File: config.mk
export PLATFORM = sky130hd
export DESIGN_NAME = ahb_timer_satellite_flat
export DESIGN_NICKNAME = d
export VERILOG_FILES = /design/src/rtl/common_types_pkg.sv /design/src/rtl/ahb_bus_if.sv /design/src/rtl/timer_prescaler.sv /design/src/rtl/ahb_timer_satellite.sv /design/src/flat_wrapper.sv
export SDC_FILE = /design/constraint.sdc
export NUM_CORES = 1
export LEC_CHECK = 0
export ABC_AREA = 1
export BUFFER_PORTS_ARGS = -buffer_cell sky130_fd_sc_hd__buf_2
export CORE_MARGIN = 2
export CORE_UTILIZATION = 45
export DETAILED_ROUTE_END_ITERATION = 8
export GPL_ROUTABILITY_DRIVEN = 0
export PLACE_DENSITY_LB_ADDON = 0.3
export SYNTH_ARGS = -nofsm -noshare
export SYNTH_HDL_FRONTEND = slang
export SYNTH_SLANG_ARGS = --single-unit
File: constraint.sdc
create_clock -name clk -period 4.85 [get_ports clk]
set_clock_uncertainty 0.2 [all_clocks]
set_input_delay 0.485 -clock clk [delete_from_list [all_inputs] [get_ports clk]]
set_output_delay 0.485 -clock clk [all_outputs]
set_load 0.01 [all_outputs]
File: src/rtl/common_types_pkg.sv
// common_types_pkg
//   Shared definitions for the AHB timer satellite: register offsets
//   (haddr[3:2]), CTRL field positions, the reset value of COMPARE and the
//   bus response FSM state encoding.
package common_types_pkg;

  // Register offsets, decoded from haddr[3:2]
  localparam logic [1:0] REG_CTRL    = 2'd0;
  localparam logic [1:0] REG_COUNT   = 2'd1;
  localparam logic [1:0] REG_COMPARE = 2'd2;
  localparam logic [1:0] REG_STATUS  = 2'd3;

  // CTRL field positions
  localparam int CTRL_EN_BIT   = 0;
  localparam int CTRL_AR_BIT   = 1;
  localparam int CTRL_IRQ_BIT  = 2;
  localparam int CTRL_PS_LSB   = 8;
  localparam int CTRL_PS_MSB   = 15;

  // STATUS field positions
  localparam int STATUS_MATCH_BIT = 0;

  localparam logic [31:0] COMPARE_RST = 32'hFFFF_FFFF;
  localparam logic [2:0]  HSIZE_WORD  = 3'd2;

  // Bus response FSM
  typedef enum logic [1:0] {
    ST_IDLE   = 2'd0,
    ST_ACCESS = 2'd1,
    ST_ERR1   = 2'd2,
    ST_ERR2   = 2'd3
  } resp_state_t;

  // Only 32-bit transfers are supported; everything else is answered ERROR.
  function automatic logic is_word(input logic [2:0] hsize);
    return hsize == HSIZE_WORD;
  endfunction

endpackage

File: src/rtl/ahb_bus_if.sv
// ahb_bus_if
//   AHB-Lite slave-select bundle between the bus multiplexor and one
//   satellite.
//   satellite modport: hsel/haddr/htrans/hwrite/hsize/hwdata in,
//                      hrdata/hready/hresp out.
//   master modport   : the mirror image, for the bus side / bench.
interface ahb_bus_if;
  logic        hsel;
  logic [31:0] haddr;
  logic [1:0]  htrans;
  logic        hwrite;
  logic [2:0]  hsize;
  logic [31:0] hwdata;
  logic [31:0] hrdata;
  logic        hready;
  logic        hresp;

  modport satellite (
    input  hsel, haddr, htrans, hwrite, hsize, hwdata,
    output hrdata, hready, hresp
  );

  modport master (
    output hsel, haddr, htrans, hwrite, hsize, hwdata,
    input  hrdata, hready, hresp
  );
endinterface

File: src/rtl/timer_prescaler.sv
// timer_prescaler
//   8-bit prescale counter producing the timer tick.
//   clk        : system clock
//   rst        : asynchronous active-high reset
//   i_en       : CTRL.EN; counter held at 0 while low
//   i_clear    : CTRL write in progress; restarts the prescale period
//   i_prescale : CTRL.PRESCALE; tick every (PRESCALE+1) enabled cycles
//   o_tick     : one-cycle tick, high in the cycle the counter equals PRESCALE
module timer_prescaler (
  input  logic       clk,
  input  logic       rst,
  input  logic       i_en,
  input  logic       i_clear,
  input  logic [7:0] i_prescale,
  output logic       o_tick
);

  logic [7:0] r_cnt;
  logic       w_tick;

  // Tick is combinational so the COUNT update lands on the same edge that
  // wraps the prescale counter; PRESCALE = 0 therefore ticks every cycle.
  assign w_tick = i_en & (r_cnt == i_prescale);
  assign o_tick = w_tick;

  always_ff @(posedge clk or posedge rst) begin
    if (rst) begin
      r_cnt <= 8'd0;
    end else if (!i_en || i_clear || w_tick) begin
      r_cnt <= 8'd0;
    end else begin
      r_cnt <= r_cnt + 8'd1;
    end
  end

endmodule

File: src/rtl/ahb_timer_satellite.sv
// ahb_timer_satellite
//   AHB-Lite timer peripheral: CTRL / COUNT / COMPARE / STATUS registers,
//   a prescaled up-counter with compare match, and a level interrupt.
//   clk  : system clock
//   rst  : asynchronous active-high reset
//   abif : AHB satellite port (hsel, haddr, htrans, hwrite, hsize, hwdata in;
//          hrdata, hready, hresp out)
//   tmi  : timer interrupt, MATCH & IRQ_EN
module ahb_timer_satellite
  import common_types_pkg::*;
(
  input  logic          clk,
  input  logic          rst,
  ahb_bus_if.satellite  abif,
  output logic          tmi
);

  // ---------------------------------------------------------------------
  // Bus response FSM
  // ---------------------------------------------------------------------
  resp_state_t r_state;
  logic [1:0]  r_addr;
  logic        r_write;

  logic        w_hready;
  logic        w_hresp;
  logic        w_accept;

  // ERR1 is the only wait state; hresp stays high across both error cycles.
  assign w_hready = (r_state != ST_ERR1);
  assign w_hresp  = (r_state == ST_ERR1) || (r_state == ST_ERR2);

  // ERR2 shows hready = 1 but deliberately takes no new address phase.
  assign w_accept = abif.hsel & abif.htrans[1] & w_hready & (r_state != ST_ERR2);

  always_ff @(posedge clk or posedge rst) begin
    if (rst) begin
      r_state <= ST_IDLE;
      r_addr  <= 2'd0;
      r_write <= 1'b0;
    end else begin
      case (r_state)
        ST_IDLE, ST_ACCESS: begin
          if (w_accept) begin
            r_addr  <= abif.haddr[3:2];
            r_write <= abif.hwrite;
            r_state <= is_word(abif.hsize) ? ST_ACCESS : ST_ERR1;
          end else begin
            r_state <= ST_IDLE;
          end
        end
        ST_ERR1: r_state <= ST_ERR2;
        ST_ERR2: r_state <= ST_IDLE;
        default: r_state <= ST_IDLE;
      endcase
    end
  end

  // ---------------------------------------------------------------------
  // Data-phase write strobes (commit at the edge ending the data phase)
  // ---------------------------------------------------------------------
  logic w_wr_phase;
  logic w_wr_ctrl;
  logic w_wr_count;
  logic w_wr_cmp;
  logic w_wr_status;

  assign w_wr_phase  = (r_state == ST_ACCESS) & r_write;
  assign w_wr_ctrl   = w_wr_phase & (r_addr == REG_CTRL);
  assign w_wr_count  = w_wr_phase & (r_addr == REG_COUNT);
  assign w_wr_cmp    = w_wr_phase & (r_addr == REG_COMPARE);
  assign w_wr_status = w_wr_phase & (r_addr == REG_STATUS);

  // ---------------------------------------------------------------------
  // Registers
  // ---------------------------------------------------------------------
  logic        r_en;
  logic        r_auto;
  logic        r_irq_en;
  logic [7:0]  r_prescale;
  logic [31:0] r_count;
  logic [31:0] r_compare;
  logic        r_match;

  logic        w_tick;
  logic        w_hit;

  assign w_hit = (r_count == r_compare);

  timer_prescaler u_prescaler (
    .clk        (clk),
    .rst        (rst),
    .i_en       (r_en),
    .i_clear    (w_wr_ctrl),
    .i_prescale (r_prescale),
    .o_tick     (w_tick)
  );

  always_ff @(posedge clk or posedge rst) begin
    if (rst) begin
      r_en       <= 1'b0;
      r_auto     <= 1'b0;
      r_irq_en   <= 1'b0;
      r_prescale <= 8'd0;
      r_compare  <= COMPARE_RST;
    end else begin
      if (w_wr_ctrl) begin
        r_en       <= abif.hwdata[CTRL_EN_BIT];
        r_auto     <= abif.hwdata[CTRL_AR_BIT];
        r_irq_en   <= abif.hwdata[CTRL_IRQ_BIT];
        r_prescale <= abif.hwdata[CTRL_PS_MSB:CTRL_PS_LSB];
      end
      if (w_wr_cmp) begin
        r_compare <= abif.hwdata;
      end
    end
  end

  // COUNT: a bus write overrides any tick update in the same cycle.
  always_ff @(posedge clk or posedge rst) begin
    if (rst) begin
      r_count <= 32'd0;
    end else if (w_wr_count) begin
      r_count <= abif.hwdata;
    end else if (w_tick) begin
      r_count <= (w_hit && r_auto) ? 32'd0 : r_count + 32'd1;
    end
  end

  // MATCH: a new match beats a same-cycle write-1-to-clear.
  always_ff @(posedge clk or posedge rst) begin
    if (rst) begin
      r_match <= 1'b0;
    end else if (w_tick && w_hit) begin
      r_match <= 1'b1;
    end else if (w_wr_status && abif.hwdata[STATUS_MATCH_BIT]) begin
      r_match <= 1'b0;
    end
  end

  // ---------------------------------------------------------------------
  // Read data, driven only during a read data phase
  // ---------------------------------------------------------------------
  logic [31:0] w_rdata;

  always_comb begin
    w_rdata = 32'd0;
    if (r_state == ST_ACCESS && !r_write) begin
      case (r_addr)
        REG_CTRL:    w_rdata = {16'd0, r_prescale, 5'd0, r_irq_en, r_auto, r_en};
        REG_COUNT:   w_rdata = r_count;
        REG_COMPARE: w_rdata = r_compare;
        REG_STATUS:  w_rdata = {31'd0, r_match};
        default:     w_rdata = 32'd0;
      endcase
    end
  end

  assign abif.hrdata = w_rdata;
  assign abif.hready = w_hready;
  assign abif.hresp  = w_hresp;
  assign tmi         = r_match & r_irq_en;

  // Address bits outside [3:2] and htrans[0] do not affect decoding.
  logic w_unused;
  assign w_unused = ^{abif.haddr[31:4], abif.haddr[1:0], abif.htrans[0]};

endmodule

File: src/flat_wrapper.sv
// flat-port wrapper written by rule: the top's interface ports become plain ports
module ahb_timer_satellite_flat import common_types_pkg::*;
  (clk, rst, tmi, abif_hsel, abif_haddr, abif_htrans, abif_hwrite, abif_hsize, abif_hwdata, abif_hrdata, abif_hready, abif_hresp);
  ahb_bus_if abif_i ();
  input  logic clk;
  input  logic rst;
  output logic tmi;
  input wire logic [$bits(abif_i.hsel)-1:0] abif_hsel;
  input wire logic [$bits(abif_i.haddr)-1:0] abif_haddr;
  input wire logic [$bits(abif_i.htrans)-1:0] abif_htrans;
  input wire logic [$bits(abif_i.hwrite)-1:0] abif_hwrite;
  input wire logic [$bits(abif_i.hsize)-1:0] abif_hsize;
  input wire logic [$bits(abif_i.hwdata)-1:0] abif_hwdata;
  output wire logic [$bits(abif_i.hrdata)-1:0] abif_hrdata;
  output wire logic [$bits(abif_i.hready)-1:0] abif_hready;
  output wire logic [$bits(abif_i.hresp)-1:0] abif_hresp;
  assign abif_i.hsel = abif_hsel;
  assign abif_i.haddr = abif_haddr;
  assign abif_i.htrans = abif_htrans;
  assign abif_i.hwrite = abif_hwrite;
  assign abif_i.hsize = abif_hsize;
  assign abif_i.hwdata = abif_hwdata;
  assign abif_hrdata = abif_i.hrdata;
  assign abif_hready = abif_i.hready;
  assign abif_hresp = abif_i.hresp;
  ahb_timer_satellite u_core (.clk(clk), .rst(rst), .abif(abif_i), .tmi(tmi));
endmodule
* Word level (Yosys, flattened, before mapping)
Index checks and enable logic that the tools add are counted.
Storage, ports and cells: output and inout port bits 35, bits in registers 89, input bits 73
Operators by class: add/subtract/negate cells 2, muxes and demuxes 11, eq/ne operators 11, bitwise operators 10, reductions and logical operators 15
Operators by type and width (count):
- $mux W32 | 4
- $pmux W32 S4 | 1
- $add A32 B1 Y32 const B | 1
- $eq A32 B32 Y1 | 1
- $and A1 B1 Y1 | 10
- $add A8 B1 Y8 const B | 1
- $eq A2 B2 Y1 const B | 4
- $eq A8 B8 Y1 | 1
- $mux W8 | 1
- $pmux W2 S3 | 1
- $eq A2 B1 Y1 const B | 2
- $logic_and A1 B1 Y1 | 4
- $logic_not A2 Y1 | 2
- $mux W2 | 2
- $ne A2 B2 Y1 const B | 2
- $reduce_bool A2 Y1 | 2
- $eq A3 B2 Y1 const B | 1
- $logic_or A1 B1 Y1 | 3
- $logic_not A1 Y1 | 2
- $mux W1 | 2
- $reduce_and A2 Y1 | 1
- $reduce_or A2 Y1 | 1

* Depth between registers and ports, before layout
Gate-level depths: netlist (run 1).
depth after elaboration 6, mapped depth 12, gate-level depth less buffers 10

* Hierarchy
From an unflattened synthesis (run 1), not the netlist that was laid out.
Second synthesis, totals: cell total of the unflattened synthesis 828, area total of the unflattened synthesis 5863.1 sq um
Modules (own cells, without submodules):
- ahb_timer_satellite | area each 5278.8 sq um, cells each 745, instances 1, seq. area each 2067.0 sq um
- timer_prescaler | area each 584.3 sq um, cells each 83, instances 1, seq. area each 200.2 sq um

* Least setup slack after synthesis (run 1)
Ideal clock, no wire load.
path type register to output, from reg u_core.r_addr[0], to out abif_hrdata[11], path slack 2.986 ns, data arrival time 1.179 ns, buffers on the path 1, stages on the path, launching flop included 8, cells stage by stage dfrtp_1 -> inv_2 -> nor2_2 -> inv_2 -> clkbuf_1 -> o22ai_1 -> o21ai_0 -> inv_1
Between the ends: cells in the longest elaborated chain, start to end 3
RTL lines:
- start, declared | RTL line ahb_timer_satellite.sv:22 | logic [1:0] r_addr;
- start signal, assigned | RTL line ahb_timer_satellite.sv:45 | r_addr <= abif.haddr[3:2];
- $eq A2 B2 Y1 (tied with other cells) | RTL line ahb_timer_satellite.sv:149 | case (r_addr)
- $pmux W32 S4 (*) | RTL line ahb_timer_satellite.sv:149
- $mux W32 (*) | RTL line ahb_timer_satellite.sv:148 | if (r_state == ST_ACCESS && !r_write) begin
- end, declared | RTL line flat_wrapper.sv:14 | output wire logic [$bits(abif_i.hrdata)-1:0] abif_hrdata;
Every way passes the cells marked *; elsewhere a longest branch is shown, timed or not.

* Worst setup path after layout (run 1)
from reg u_core.r_state[1], to out abif_hrdata[0]
Between the ends: cells in the longest elaborated chain, start to end 3
RTL lines:
- start, declared | RTL line ahb_timer_satellite.sv:21 | resp_state_t r_state;
- start signal, assigned | RTL line ahb_timer_satellite.sv:47 | r_state <= is_word(abif.hsize) ? ST_ACCESS : ST_ERR1;
- $eq A2 B1 Y1 | RTL line ahb_timer_satellite.sv:148
- $logic_and A1 B1 Y1 | RTL line ahb_timer_satellite.sv:148
- $mux W32 | RTL line ahb_timer_satellite.sv:148
Every way passes these cells.

==> summary.md, run 1 <==
| Metric | Value |
|---|---|
| Status | `completed` |
| Register Area | `0.00227 mm^2` |
| Crit path from | `u_core.r_state[1]` |
| Leakage | `3.30 nW` |
| Post-CTS Resized | `0` |
| Hold Violations, Final | `0` |
| Clock period minus worst slack | `3.14 ns` |
| # nets final | `999` |
| WS Path Type | `register to primary output` |
| Layout cell share with drive strength beyond 1 | `0.209` |
| RSZ-0062 raised after global routing | `no` |
| Utilization after layout | `0.517` |
| Wire per inst | `14.3 um` |
| Peak VDD IR | `0.300 mV` |
| Fin. max-slew vios | `0` |
| Clk root buf | `clkbuf_16` |
| Avg Inst Size Synth | `7.04 um^2` |
| Sequential area share after synthesis | `0.371` |
| CTS Buffer Depth | `2` |
| First-pass GRT wire length | `26000 um` |
| Multi-input gate area | `0.00317 mm^2` |
| CTS tree | `done` |
| Pin count of the biggest net entering global routing | `61` |
| Setup TNS | `0 ns` |
| Gr usage total | `0.229` |
| Largest fanout on the critical path | `22` |
| Number of register bits inferred by synthesis | `89` |
| Worst Tran Pin Value | `1.08 ns` |
| WL final | `15800 um` |
| Ports | `108` |
| CTS Buf Count | `9` |
| Tcrit/Tclk final | `0.648` |
| Die X | `121 um` |
| Top cell type's share of synthesized area | `0.233` |
| HPWL Detailed | `11500 um` |
| Final setup vio count | `0` |
| Max_slew headroom | `0.280` |
| Area of the die | `0.0145 mm^2` |
| Mapped Cells | `868` |
| CP arrival | `2.46 ns` |
| Synth unique cells | `36` |
| Initial antenna violation count | `0` |
| Initial Util | `0.462` |
| Max-capacitance violation count | `0` |
| DR pass1 iterations | `5` |
| Mapped cell area | `0.00611 mm^2` |
| CP endpoint kind | `primary output` |
| Layout area overhead | `11.9%` |
| Vias in the first global route | `5211` |
| CP Launch Type | `register` |
| Antenna Nets Post-Route | `0` |
| Clock Latency Late Sink | `0.35 ns` |
| CTS sink cnt | `89` |
| Design area | `0.00684 mm^2` |
| Cell taking the most area after synthesis | `dfrtp_1` |
| Port bufs | `76` |
| Post-CTS Hold Buffers | `0` |
| Total core area | `0.0132 mm^2` |
| GRT Residual Overflow | `0` |
| Dominant cells by area after synthesis | `dfrtp_1, nand2_1, dfstp_2` |
| Yosys warns | `0` |
| FP Rows | `42` |
| Critical register-to-register path startpoint | `u_core.r_addr[0]` |
| Worst-path clk slew | `0.06 ns` |
| Total power | `4.08 mW` |
| Htree depth | `3` |
| Post-Syn Nets | `943` |
| N_diodes | `0` |
| DRC Markers | `0` |
| Worst Hold Class | `primary input to async pin` |
| Post-CTS setup buffer count | `0` |
| Fmax | `0.318 GHz` |
| Placed instance area | `0.00655 mm^2` |
| WP data required | `4.16 ns` |
| Avg Vias per Cell | `5.00` |
| Pwr per Cell Area | `597 mW/mm^2` |
| Iteration-0 DRC Markers | `390` |
| Chip Height | `121 um` |
| Fillers | `1382` |
| DR vias | `5526` |
worst max-delay path, stage by stage, from the launching register on:
cell and delay, ns:
dfrtp_1 0.40, nor2_1 0.15, nand2_1 0.52, inv_1 0.53
o21ai_0 0.16, a31oi_1 0.19, buf_2 0.16
final timing paths:
check	end	slack, ns	cells after the start
worst max-delay path	abif_hrdata[0]	1.71	6
worst min-delay path	u_core.u_prescaler.r_cnt[2]	0.15	2
worst max register to register	u_core.r_count[30]	1.91	11
worst min register to register	u_core.r_compare[16]	0.30	2
max in group asynchronous	u_core.r_compare[19]	3.27	3
min in group clk	u_core.r_compare[15]	0.16	3
cell type report:
type                    instances  area share
clock inverters                 3     0.00585
multi-input cells             616       0.463
repair buffers                 81      0.0611
well taps                     176      0.0322
flip-flops and latches         89       0.331
clock buffers                  13      0.0366
inverters                     127      0.0699
power by group:
| group | total (mW) | internal (mW) | switching (mW) |
|---|---|---|---|
| sequential | 1.61 | 1.19 | 0.425 |
| clock | 0.695 | 0.412 | 0.283 |
| combinational | 1.77 | 0.687 | 1.09 |
| total | 4.08 | 2.29 | 1.80 |
layer usage:
metal | global-route usage | wire, um
met1 | 0.327 | 7680
met2 | 0.350 | 7010
met3 | 0.0330 | 811
met4 | 0.0894 | 284
met5 | 0 | 0
cell usage in the layout, fill, tap and decap left out, types with 6 or more instances in the layout:
| cell | instances |
|---|---|
| a21oi_1 | 25 |
| buf_2 | 76 |
| clkbuf_16 | 9 |
| clkinv_1 | 6 |
| dfrtp_1 | 57 |
| dfstp_2 | 32 |
| inv_1 | 87 |
| inv_2 | 33 |
| mux2_1 | 16 |
| nand2_1 | 286 |
| nand3_1 | 31 |
| nand3_2 | 9 |
| nand3b_1 | 9 |
| nand4_1 | 10 |
| nor2_1 | 59 |
| nor2_2 | 7 |
| nor2_4 | 7 |
| nor3_1 | 12 |
| o21ai_0 | 33 |
| o21ai_1 | 33 |
| o22ai_1 | 8 |
| xnor2_1 | 23 |
| xor2_1 | 26 |
through the flow:
stage               worst slack (ns)  hold slack, ns  std cells
detailed placement              1.90           0.294       1089
CTS                             1.69           0.144       1105
global placement                1.90           0.289       1089
finish                          1.71           0.154       1105
floorplan                       1.91           0.254        868
global route                    1.48           0.163       1105
cell families (layout without fill, tap and decap cells):
family                   count (synthesis)  after routing  share of synthesized area
flip-flops                              89             89                      0.371
buffers and inverters                  163            224                      0.112
XOR/XNOR                                49             49                     0.0702
multiplexers                            16             16                     0.0295
adder cells (fa/ha/maj)                  2              2                    0.00409
AO/OA/AOI/OAI                          104            104                     0.0890
AND/OR/NAND/NOR                        445            445                      0.325
flip-flops by register name, indices dropped and copies added, names as in the netlist:
| name | flops |
|---|---|
| u_core.r_state | 2 |
| u_core.r_irq_en | 1 |
| u_core.r_count | 32 |
| u_core.r_match | 1 |
| u_core.r_auto | 1 |
| u_core.r_prescale | 8 |
| u_core.r_en | 1 |
| u_core.u_prescaler.r_cnt | 8 |
| u_core.r_addr | 2 |
| u_core.r_write | 1 |
| u_core.r_compare | 32 |
cells in the mapped netlist:
cell type	n
nand3_2	9
clkbuf_1	12
mux2_1	16
a21oi_1	25
nand3b_1	9
o21ai_0	33
buf_6	4
o22ai_1	8
nand4_1	10
inv_2	33
nand2_1	286
o41ai_1	1
clkinv_1	6
inv_1	88
nand3_4	2
and3_1	2
dfrtp_1	57
buf_4	6
nor2_1	59
nand2_2	4
and2_1	1
nand3_1	31
nor2_2	8
nor3_1	12
buf_2	11
nor2_4	6
dfstp_2	32
xnor2_1	23
nor3b_1	1
nor3_2	5
o21ai_1	33
o221ai_1	2
clkbuf_2	3
ha_1	2
xor2_1	26
a31oi_1	2
Note: power is estimated with default switching activity, not from simulation.
==> inputs of run 2 (changes only) <==
--- a/config.mk
+++ b/config.mk
@@ -5,7 +5,7 @@
 export SDC_FILE = /design/constraint.sdc
 export NUM_CORES = 1
 export LEC_CHECK = 0
-export ABC_AREA = 1
+export ABC_AREA = 0
 export BUFFER_PORTS_ARGS = -buffer_cell sky130_fd_sc_hd__buf_2
 export CORE_MARGIN = 2
 export CORE_UTILIZATION = 45
==> constraint.sdc (replaced) <==
create_clock -name clk -period 3.2 [get_ports clk]
set_clock_uncertainty 0.2 [all_clocks]
set_input_delay 0.32 -clock clk [delete_from_list [all_inputs] [get_ports clk]]
set_output_delay 0.32 -clock clk [all_outputs]
set_load 0.01 [all_outputs]
==> run 2 against run 1 <==
- sequential power grew 42%
- cell count decreased by 22%
- setup slack got worse by 1.2 ns
- register-to-register slack worse by 1.4 ns
- first-iteration DRC count grew 8.2%
- final area decreased by 4.2%
- critical endpoint is now u_core.r_count[27]
==> summary.md, run 2 <==
| Metric | Value |
|---|---|
| Gr usage total | `0.249 (+0.0206)` |
| CTS Buffer Depth | `2 (unchanged)` |
| DR pass1 iterations | `5 (unchanged)` |
| Chip Height | `116 um (-4.0%)` |
| Post-Syn Nets | `701 (-26%)` |
| Area of the die | `0.0134 mm^2 (-7.8%)` |
| Crit path from | `u_core.r_count[8]` |
| Hold Slack | `0.0170 ns (-0.137 ns)` |
| N_diodes | `0 (unchanged)` |
| Critical register-to-register path startpoint | `u_core.r_count[8]` |
| Hold Violations, Final | `0 (unchanged)` |
| Total core area | `0.0121 mm^2 (-8.5%)` |
| Most common cell in the synthesized netlist | `nor2_1` |
| Max incr delay on CP | `0.52 ns (about the same)` |
| Critical path's slowest cell | `dfrtp_1` |
| Top FF cell, synth | `dfrtp_1` |
| Die X | `116 um (-4.0%)` |
| CP Launch Type | `register` |
| Antenna Nets Post-Route | `0 (unchanged)` |
| Utilization after layout | `0.541 (+0.0244)` |
| Mapped cell area | `0.00562 mm^2 (-8.0%)` |
| CP bufs+invs | `0 (-2)` |
| Synth top cells by count | `nor2_1, dfrtp_1, mux2_2` |
| Layout cell share with drive strength beyond 1 | `0.290 (+0.0810)` |
| Final setup vio count | `0 (unchanged)` |
| CTS Buf Count | `9 (unchanged)` |
| Clock Power Share | `0.195 (+0.025)` |
| WS Path Type | `register to register` |
| Biggest regs | `u_core.r_compare x32, u_core.r_count x32` |
| Yosys warns | `0 (unchanged)` |
| Top cell type's share of synthesized area | `0.254 (+0.0204)` |
| Wire per inst | `18.5 um (+30%)` |
| Avg Inst Size Synth | `8.98 um^2 (+28%)` |
| Layout area overhead | `16.6%` |
| Port bufs | `76 (unchanged)` |
| CP arrival | `2.74 ns (+0.28 ns)` |
| DR vias | `5009 (-9.4%)` |
| FP Rows | `40 (-4.8%)` |
| Dominant cells by area after synthesis | `dfrtp_1, dfstp_2, mux2_2` |
| DRC Markers | `0 (unchanged)` |
| Avg Vias per Cell | `5.84 (+17%)` |
| Vias in the first global route | `4994 (-4.2%)` |
| Comb pwr share | `0.422 (-0.013)` |
| Status | `completed` |
| Max_slew headroom | `0.476 (+0.196)` |
| CTS tree | `done` |
| Worst Tran Pin Value | `0.785 ns (-0.294 ns)` |
| Htree depth | `3 (unchanged)` |
| CTS sink cnt | `89 (unchanged)` |
| Max-capacitance violation count | `0 (unchanged)` |
| Commonest cells after routing, fill and taps aside | `nor2_1, buf_2, dfrtp_1` |
| P_int | `3.62 mW (+58%)` |
| Leakage | `2.68 nW (-19%)` |
| Worst-path clk slew | `0.06 ns (about the same)` |
| Total power | `5.98 mW (+46%)` |
| Fillers | `1122 (-19%)` |
| RSZ-0062 raised after global routing | `no` |
| Post-CTS setup buffer count | `0 (unchanged)` |
| WP data required | `3.29 ns (-0.87 ns)` |
| CP endpoint kind | `register` |
| Worst Hold Class | `primary input to register` |
| First-pass GRT wire length | `25700 um (-1.1%)` |
| Initial antenna violation count | `0 (unchanged)` |
| HPWL Detailed | `11200 um (-2.2%)` |
| Clock Latency Late Sink | `0.35 ns (about the same)` |
| Initial Util | `0.464 (+0.00261)` |
| Mapped Cells | `626 (-28%)` |
| Pwr per Cell Area | `912 mW/mm^2 (+53%)` |
| Clock period minus worst slack | `2.65 ns` |
| Critical path's top delay family | `simple AND/OR/NAND/NOR gates` |
| Sequential area share after synthesis | `0.403 (+0.0324)` |
| # nets final | `760 (-24%)` |
| Iteration-0 DRC Markers | `422 (+8.2%)` |
| Largest fanout on the critical path | `12 (-45%)` |
| Pin count of the biggest net entering global routing | `48 (-21%)` |
| Hold path start | `abif_hwdata[20]` |
| Asr flop ratio synth | `1.00 (unchanged)` |
| Tcrit/Tclk final | `0.829` |
| WL final | `15900 um (+0.58%)` |
| Setup TNS | `0 ns (unchanged)` |
| Fmax | `0.377 GHz` |
| Ports | `108 (unchanged)` |
| Most common cell after layout, fill and taps aside | `nor2_1` |
| Cells along the critical path | `and3_1, nand3_1, or3_4, or4b_1, a21boi_1, a211o_1` |
| GRT Residual Overflow | `0 (unchanged)` |
| Cell taking the most area after synthesis | `dfrtp_1` |
| Setup ws final | `0.548 ns (-1.16 ns)` |
| Post-synth EDFFs | `0 (unchanged)` |
| Fin. max-slew vios | `0 (unchanged)` |
| Switching pwr | `2.35 mW (+31%)` |
| Dpl ws | `0.625 ns (-1.28 ns)` |
| Synth unique cells | `55 (+53%)` |
| Seq pwr share | `0.383 (-0.012)` |
| Number of register bits inferred by synthesis | `89 (unchanged)` |
| Net Sw Frac | `0.394 (-0.0457)` |
| Peak VDD IR | `0.478 mV (+59%)` |
| Clk root buf | `clkbuf_16` |
## run 2: what timing repair did
item / CTS / global route
hold endpoints to repair: 32 / 1
setup endpoints to repair: 0 / 0
resized for setup: 0 / 0
hold buffers: 5 / 1
## run 2: logic make-up after synthesis
logic type,count (synthesis),synth area share
simple gates,243,0.223
compound gates,128,0.138
flops,89,0.403
buf+inv,61,0.0447
mux,57,0.114
xor+xnor,46,0.0730
fa+ha+maj,2,0.00445
## run 2: worst register-to-register path, stage by stage (launching register included)
cell and delay, ns:
dfrtp_1 0.52, and3_1 0.21, nand3_1 0.33, or3_4 0.50, or4b_1 0.50, a21boi_1 0.19
a211o_1 0.13
## run 2: routing by layer
layer | up-vias | track usage | part of all wire
met2 | 202 | 0.400 | 0.47
met3 | 26 | 0.0528 | 0.062
met5 | - | 0 | 0
li1 | 2354 | - | -
met4 | 0 | 0.0929 | 0.021
met1 | 2427 | 0.334 | 0.44
## run 2: worst paths after layout
kind,end,slack [ns],cells after the start
max in group asynchronous,u_core.r_compare[27],1.61,4
min in group asynchronous,u_core.r_prescale[3],0.43,3
worst max-delay path,u_core.r_count[27],0.55,6
worst max register to register,u_core.r_count[27],0.55,6
worst min register to register,u_core.r_write,0.35,1
worst min-delay path,u_core.r_compare[20],0.02,2
## run 2: power by group through the flow
stage | Clock [mW] | Sequential, mW | Combinational, mW
detailed placement | 0 | 2.29 | 2.49
global placement | 0 | 2.25 | 2.45
CTS | 1.18 | 2.27 | 2.51
floorplan | 0 | 2.05 | 1.98
finish | 1.17 | 2.29 | 2.52
global route | 1.23 | 2.36 | 2.75
## run 2: stage by stage
step                      cells  area (um^2)
after floorplan             626         5620
after global placement      836         6170
after detailed placement    836         6170
after CTS                   857         6540
after global routing        858         6550
final                       858         6550
## run 2: area by class of cell
type                       count  area, um^2  area share
sequential                    89        2270       0.346
multi-input combinational    476        3110       0.474
inverter                       7        27.5     0.00420
clock buffer                  14         264      0.0403
tap                          168         210      0.0321
clock inverter                 2        60.1     0.00917
timing repair buffer         102         616      0.0939
==> inputs of run 3 (changes only) <==
==> constraint.sdc (replaced) <==
create_clock -name clk -period 2.4 [get_ports clk]
set_clock_uncertainty 0.2 [all_clocks]
set_input_delay 0.24 -clock clk [delete_from_list [all_inputs] [get_ports clk]]
set_output_delay 0.24 -clock clk [all_outputs]
set_load 0.01 [all_outputs]
==> run 3 against run 2 <==
- core utilization grew 7.1 points
- first-iteration DRC count is 3.6% higher
- clock-buffer cell count fell by 4
- final area is 13% higher
- global-route usage is 1.0 points higher
- largest cell class unchanged
- combinational power grew 60%
- critical endpoint is now u_core.r_count[5]
- cell count grew 9.6%
- largest power group unchanged
==> summary.md, run 3 (synthesized netlist as in run 2, its figures left out) <==
| Metric | Value |
|---|---|
| Comb pwr share | `0.482 (+0.060)` |
| Net Sw Frac | `0.404 (+0.0102)` |
| CP endpoint kind | `register` |
| Switching pwr | `3.38 mW (+44%)` |
| WS Path Type | `register to register` |
| CTS Buf Count | `9 (unchanged)` |
| Htree depth | `3 (unchanged)` |
| Hold Violations, Final | `0 (unchanged)` |
| Clock Power Share | `0.159 (-0.036)` |
| Leakage | `3.12 nW (+16%)` |
| WL final | `16800 um (+6.0%)` |
| Clock Latency Late Sink | `0.36 ns (about the same)` |
| FP Rows | `40 (unchanged)` |
| Setup slack, reg-to-reg | `0.02 ns (-0.53 ns)` |
| Clock period minus worst slack | `2.38 ns (-0.272 ns)` |
| Fin. max-slew vios | `0 (unchanged)` |
| Peak VDD IR | `0.812 mV (+70%)` |
| First-pass GRT wire length | `26900 um (+4.6%)` |
| Non-filler cells, final | `940 (+9.6%)` |
| Layout area overhead | `32.0%` |
| Fillers | `1034 (-7.8%)` |
| Max-capacitance violation count | `0 (unchanged)` |
| Utilization after layout | `0.613 (+0.0715)` |
| CTS sink cnt | `89 (unchanged)` |
| Final setup vio count | `0 (unchanged)` |
| Placed instance area | `0.00650 mm^2 (+5.4%)` |
| N_diodes | `0 (unchanged)` |
| Max incr delay on CP | `0.55 ns (+0.03 ns)` |
| Critical path's slowest cell | `dfstp_2` |
| Design area | `0.00742 mm^2 (+13%)` |
| Tcrit/Tclk final | `0.992 (+0.163)` |
| Initial Util | `0.464 (unchanged)` |
| # nets final | `842 (+11%)` |
| WP data required | `2.43 ns (-0.86 ns)` |
| Pin count of the biggest net entering global routing | `90 (+88%)` |
| Seq pwr share | `0.358 (-0.025)` |
| Antenna Nets Post-Route | `0 (unchanged)` |
| DR pass1 iterations | `5 (unchanged)` |
| Worst Tran Pin Value | `0.521 ns (-0.265 ns)` |
| Avg Vias per Cell | `5.69 (-2.5%)` |
| Commonest cells after routing, fill and taps aside | `nor2_1, buf_2, buf_4` |
| CP Launch Type | `register` |
| Biggest regs | `u_core.r_compare x32, u_core.r_count x32` |
| Iteration-0 DRC Markers | `437 (+3.6%)` |
| Area of the die | `0.0134 mm^2 (unchanged)` |
| Fmax | `0.420 GHz (+11%)` |
| Gr usage total | `0.259 (+0.0100)` |
| Layout cell share with drive strength beyond 1 | `0.361 (+0.0715)` |
| Hold Crit Depth | `3 (+1)` |
| CTS Buffer Depth | `2 (unchanged)` |
| Vias in the first global route | `5287 (+5.9%)` |
| DRC Markers | `0 (unchanged)` |
| Most common cell after layout, fill and taps aside | `nor2_1` |
| Total core area | `0.0121 mm^2 (unchanged)` |
| DR vias | `5352 (+6.8%)` |
| Worst Hold Class | `primary input to register` |
| Clk root buf | `clkbuf_16` |
| Port bufs | `76 (unchanged)` |
| Cells along the critical path | `xnor2_1, nand4_1, nor4_4, nand3_4, buf_6, a31oi_1, a31oi_1` |
| WP depth | `7 (+1)` |
| Chip Height | `116 um (unchanged)` |
| P_int | `4.98 mW (+38%)` |
| Max_slew headroom | `0.653 (+0.176)` |
| CP bufs+invs | `1 (+1)` |
| Critical path's top delay family | `simple AND/OR/NAND/NOR gates` |
| R2R cell count | `7 (+1)` |
| Die X | `116 um (unchanged)` |
| Wire per inst | `17.9 um (-3.3%)` |
| Initial antenna violation count | `0 (unchanged)` |
| Pwr per Cell Area | `1130 mW/mm^2 (+24%)` |
| Placed Cells | `882 (+5.5%)` |
| GRT Residual Overflow | `0 (unchanged)` |
| HPWL Detailed | `11600 um (+2.8%)` |
| CP arrival | `2.41 ns (-0.33 ns)` |
| Ports | `108 (unchanged)` |
| Status | `completed` |
| Largest fanout on the critical path | `11 (-1)` |
| Worst-path clk slew | `0.07 ns (about the same)` |
| CP most frequent cell | `a31oi_1` |
| CTS tree | `done` |
run 3: final timing paths:
| path | startpoint | end |
|---|---|---|
| setup reg to reg | u_core.r_compare[7] | u_core.r_count[5] |
| max in group asynchronous | rst | u_core.r_compare[31] |
| hold / removal | abif_htrans[1] | u_core.r_state[1] |
| hold reg to reg | u_core.r_match | u_core.r_match |
| min in group asynchronous | rst | u_core.r_count[8] |
| setup / recovery | u_core.r_compare[7] | u_core.r_count[5] |
run 3: worst min-delay path, cell delays in order:
cell and delay (ns):
buf_2 0.10, nand3b_1 0.18, o21ai_0 0.12
run 3: stage by stage:
| step | setup TNS [ns] | total power, mW | setup WS (ns) | hold WS (ns) |
|---|---|---|---|---|
| after detailed placement | -0.138 | 6.67 | -0.0521 | 0.216 |
| after CTS | 0 | 8.08 | 0.00364 | 0.110 |
| after global routing | -0.413 | 8.90 | -0.0485 | 0.169 |
| final | 0 | 8.37 | 0.0203 | 0.120 |
| after global placement | 0 | 6.57 | 0.0339 | 0.212 |
| after floorplan | 0 | 5.37 | 0.178 | 0.157 |
run 3: layout make-up:
cell class | instances | area [um^2] | area share
clock inverter | 6 | 45.0 | 0.00607
inverter | 7 | 30.0 | 0.00405
tap | 168 | 210 | 0.0283
clock buffer | 10 | 229 | 0.0309
sequential | 89 | 2270 | 0.306
timing repair buffer | 184 | 1330 | 0.180
multi-input combinational | 476 | 3300 | 0.445
run 3: power by group through the flow:
stage	clock (mW)	combinational, mW	sequential (mW)
2_1_floorplan	0	2.64	2.74
3_3_place_gp	0	3.66	2.90
3_5_place_dp	0	3.72	2.94
4_1_cts	1.35	3.81	2.92
5_1_grt	1.42	4.38	3.09
6_report	1.33	4.03	3.00
run 3: metal layers:
metal	share of wire	global-route usage	vias to the layer above	wire length, um
met5	0	0	-	0
met4	0.016	0.0802	0	265
met2	0.48	0.423	176	8110
li1	-	-	2529	-
met1	0.44	0.350	2621	7470
met3	0.059	0.0528	26	993
run 3: repair_timing:
action,CTS,global route
setup endpoints to repair,6,63
buffers inserted,0,4
hold endpoints to repair,132,0
hold buffers,38,0
gates cloned,0,0
pin swaps,1,12
resized for setup,3,42
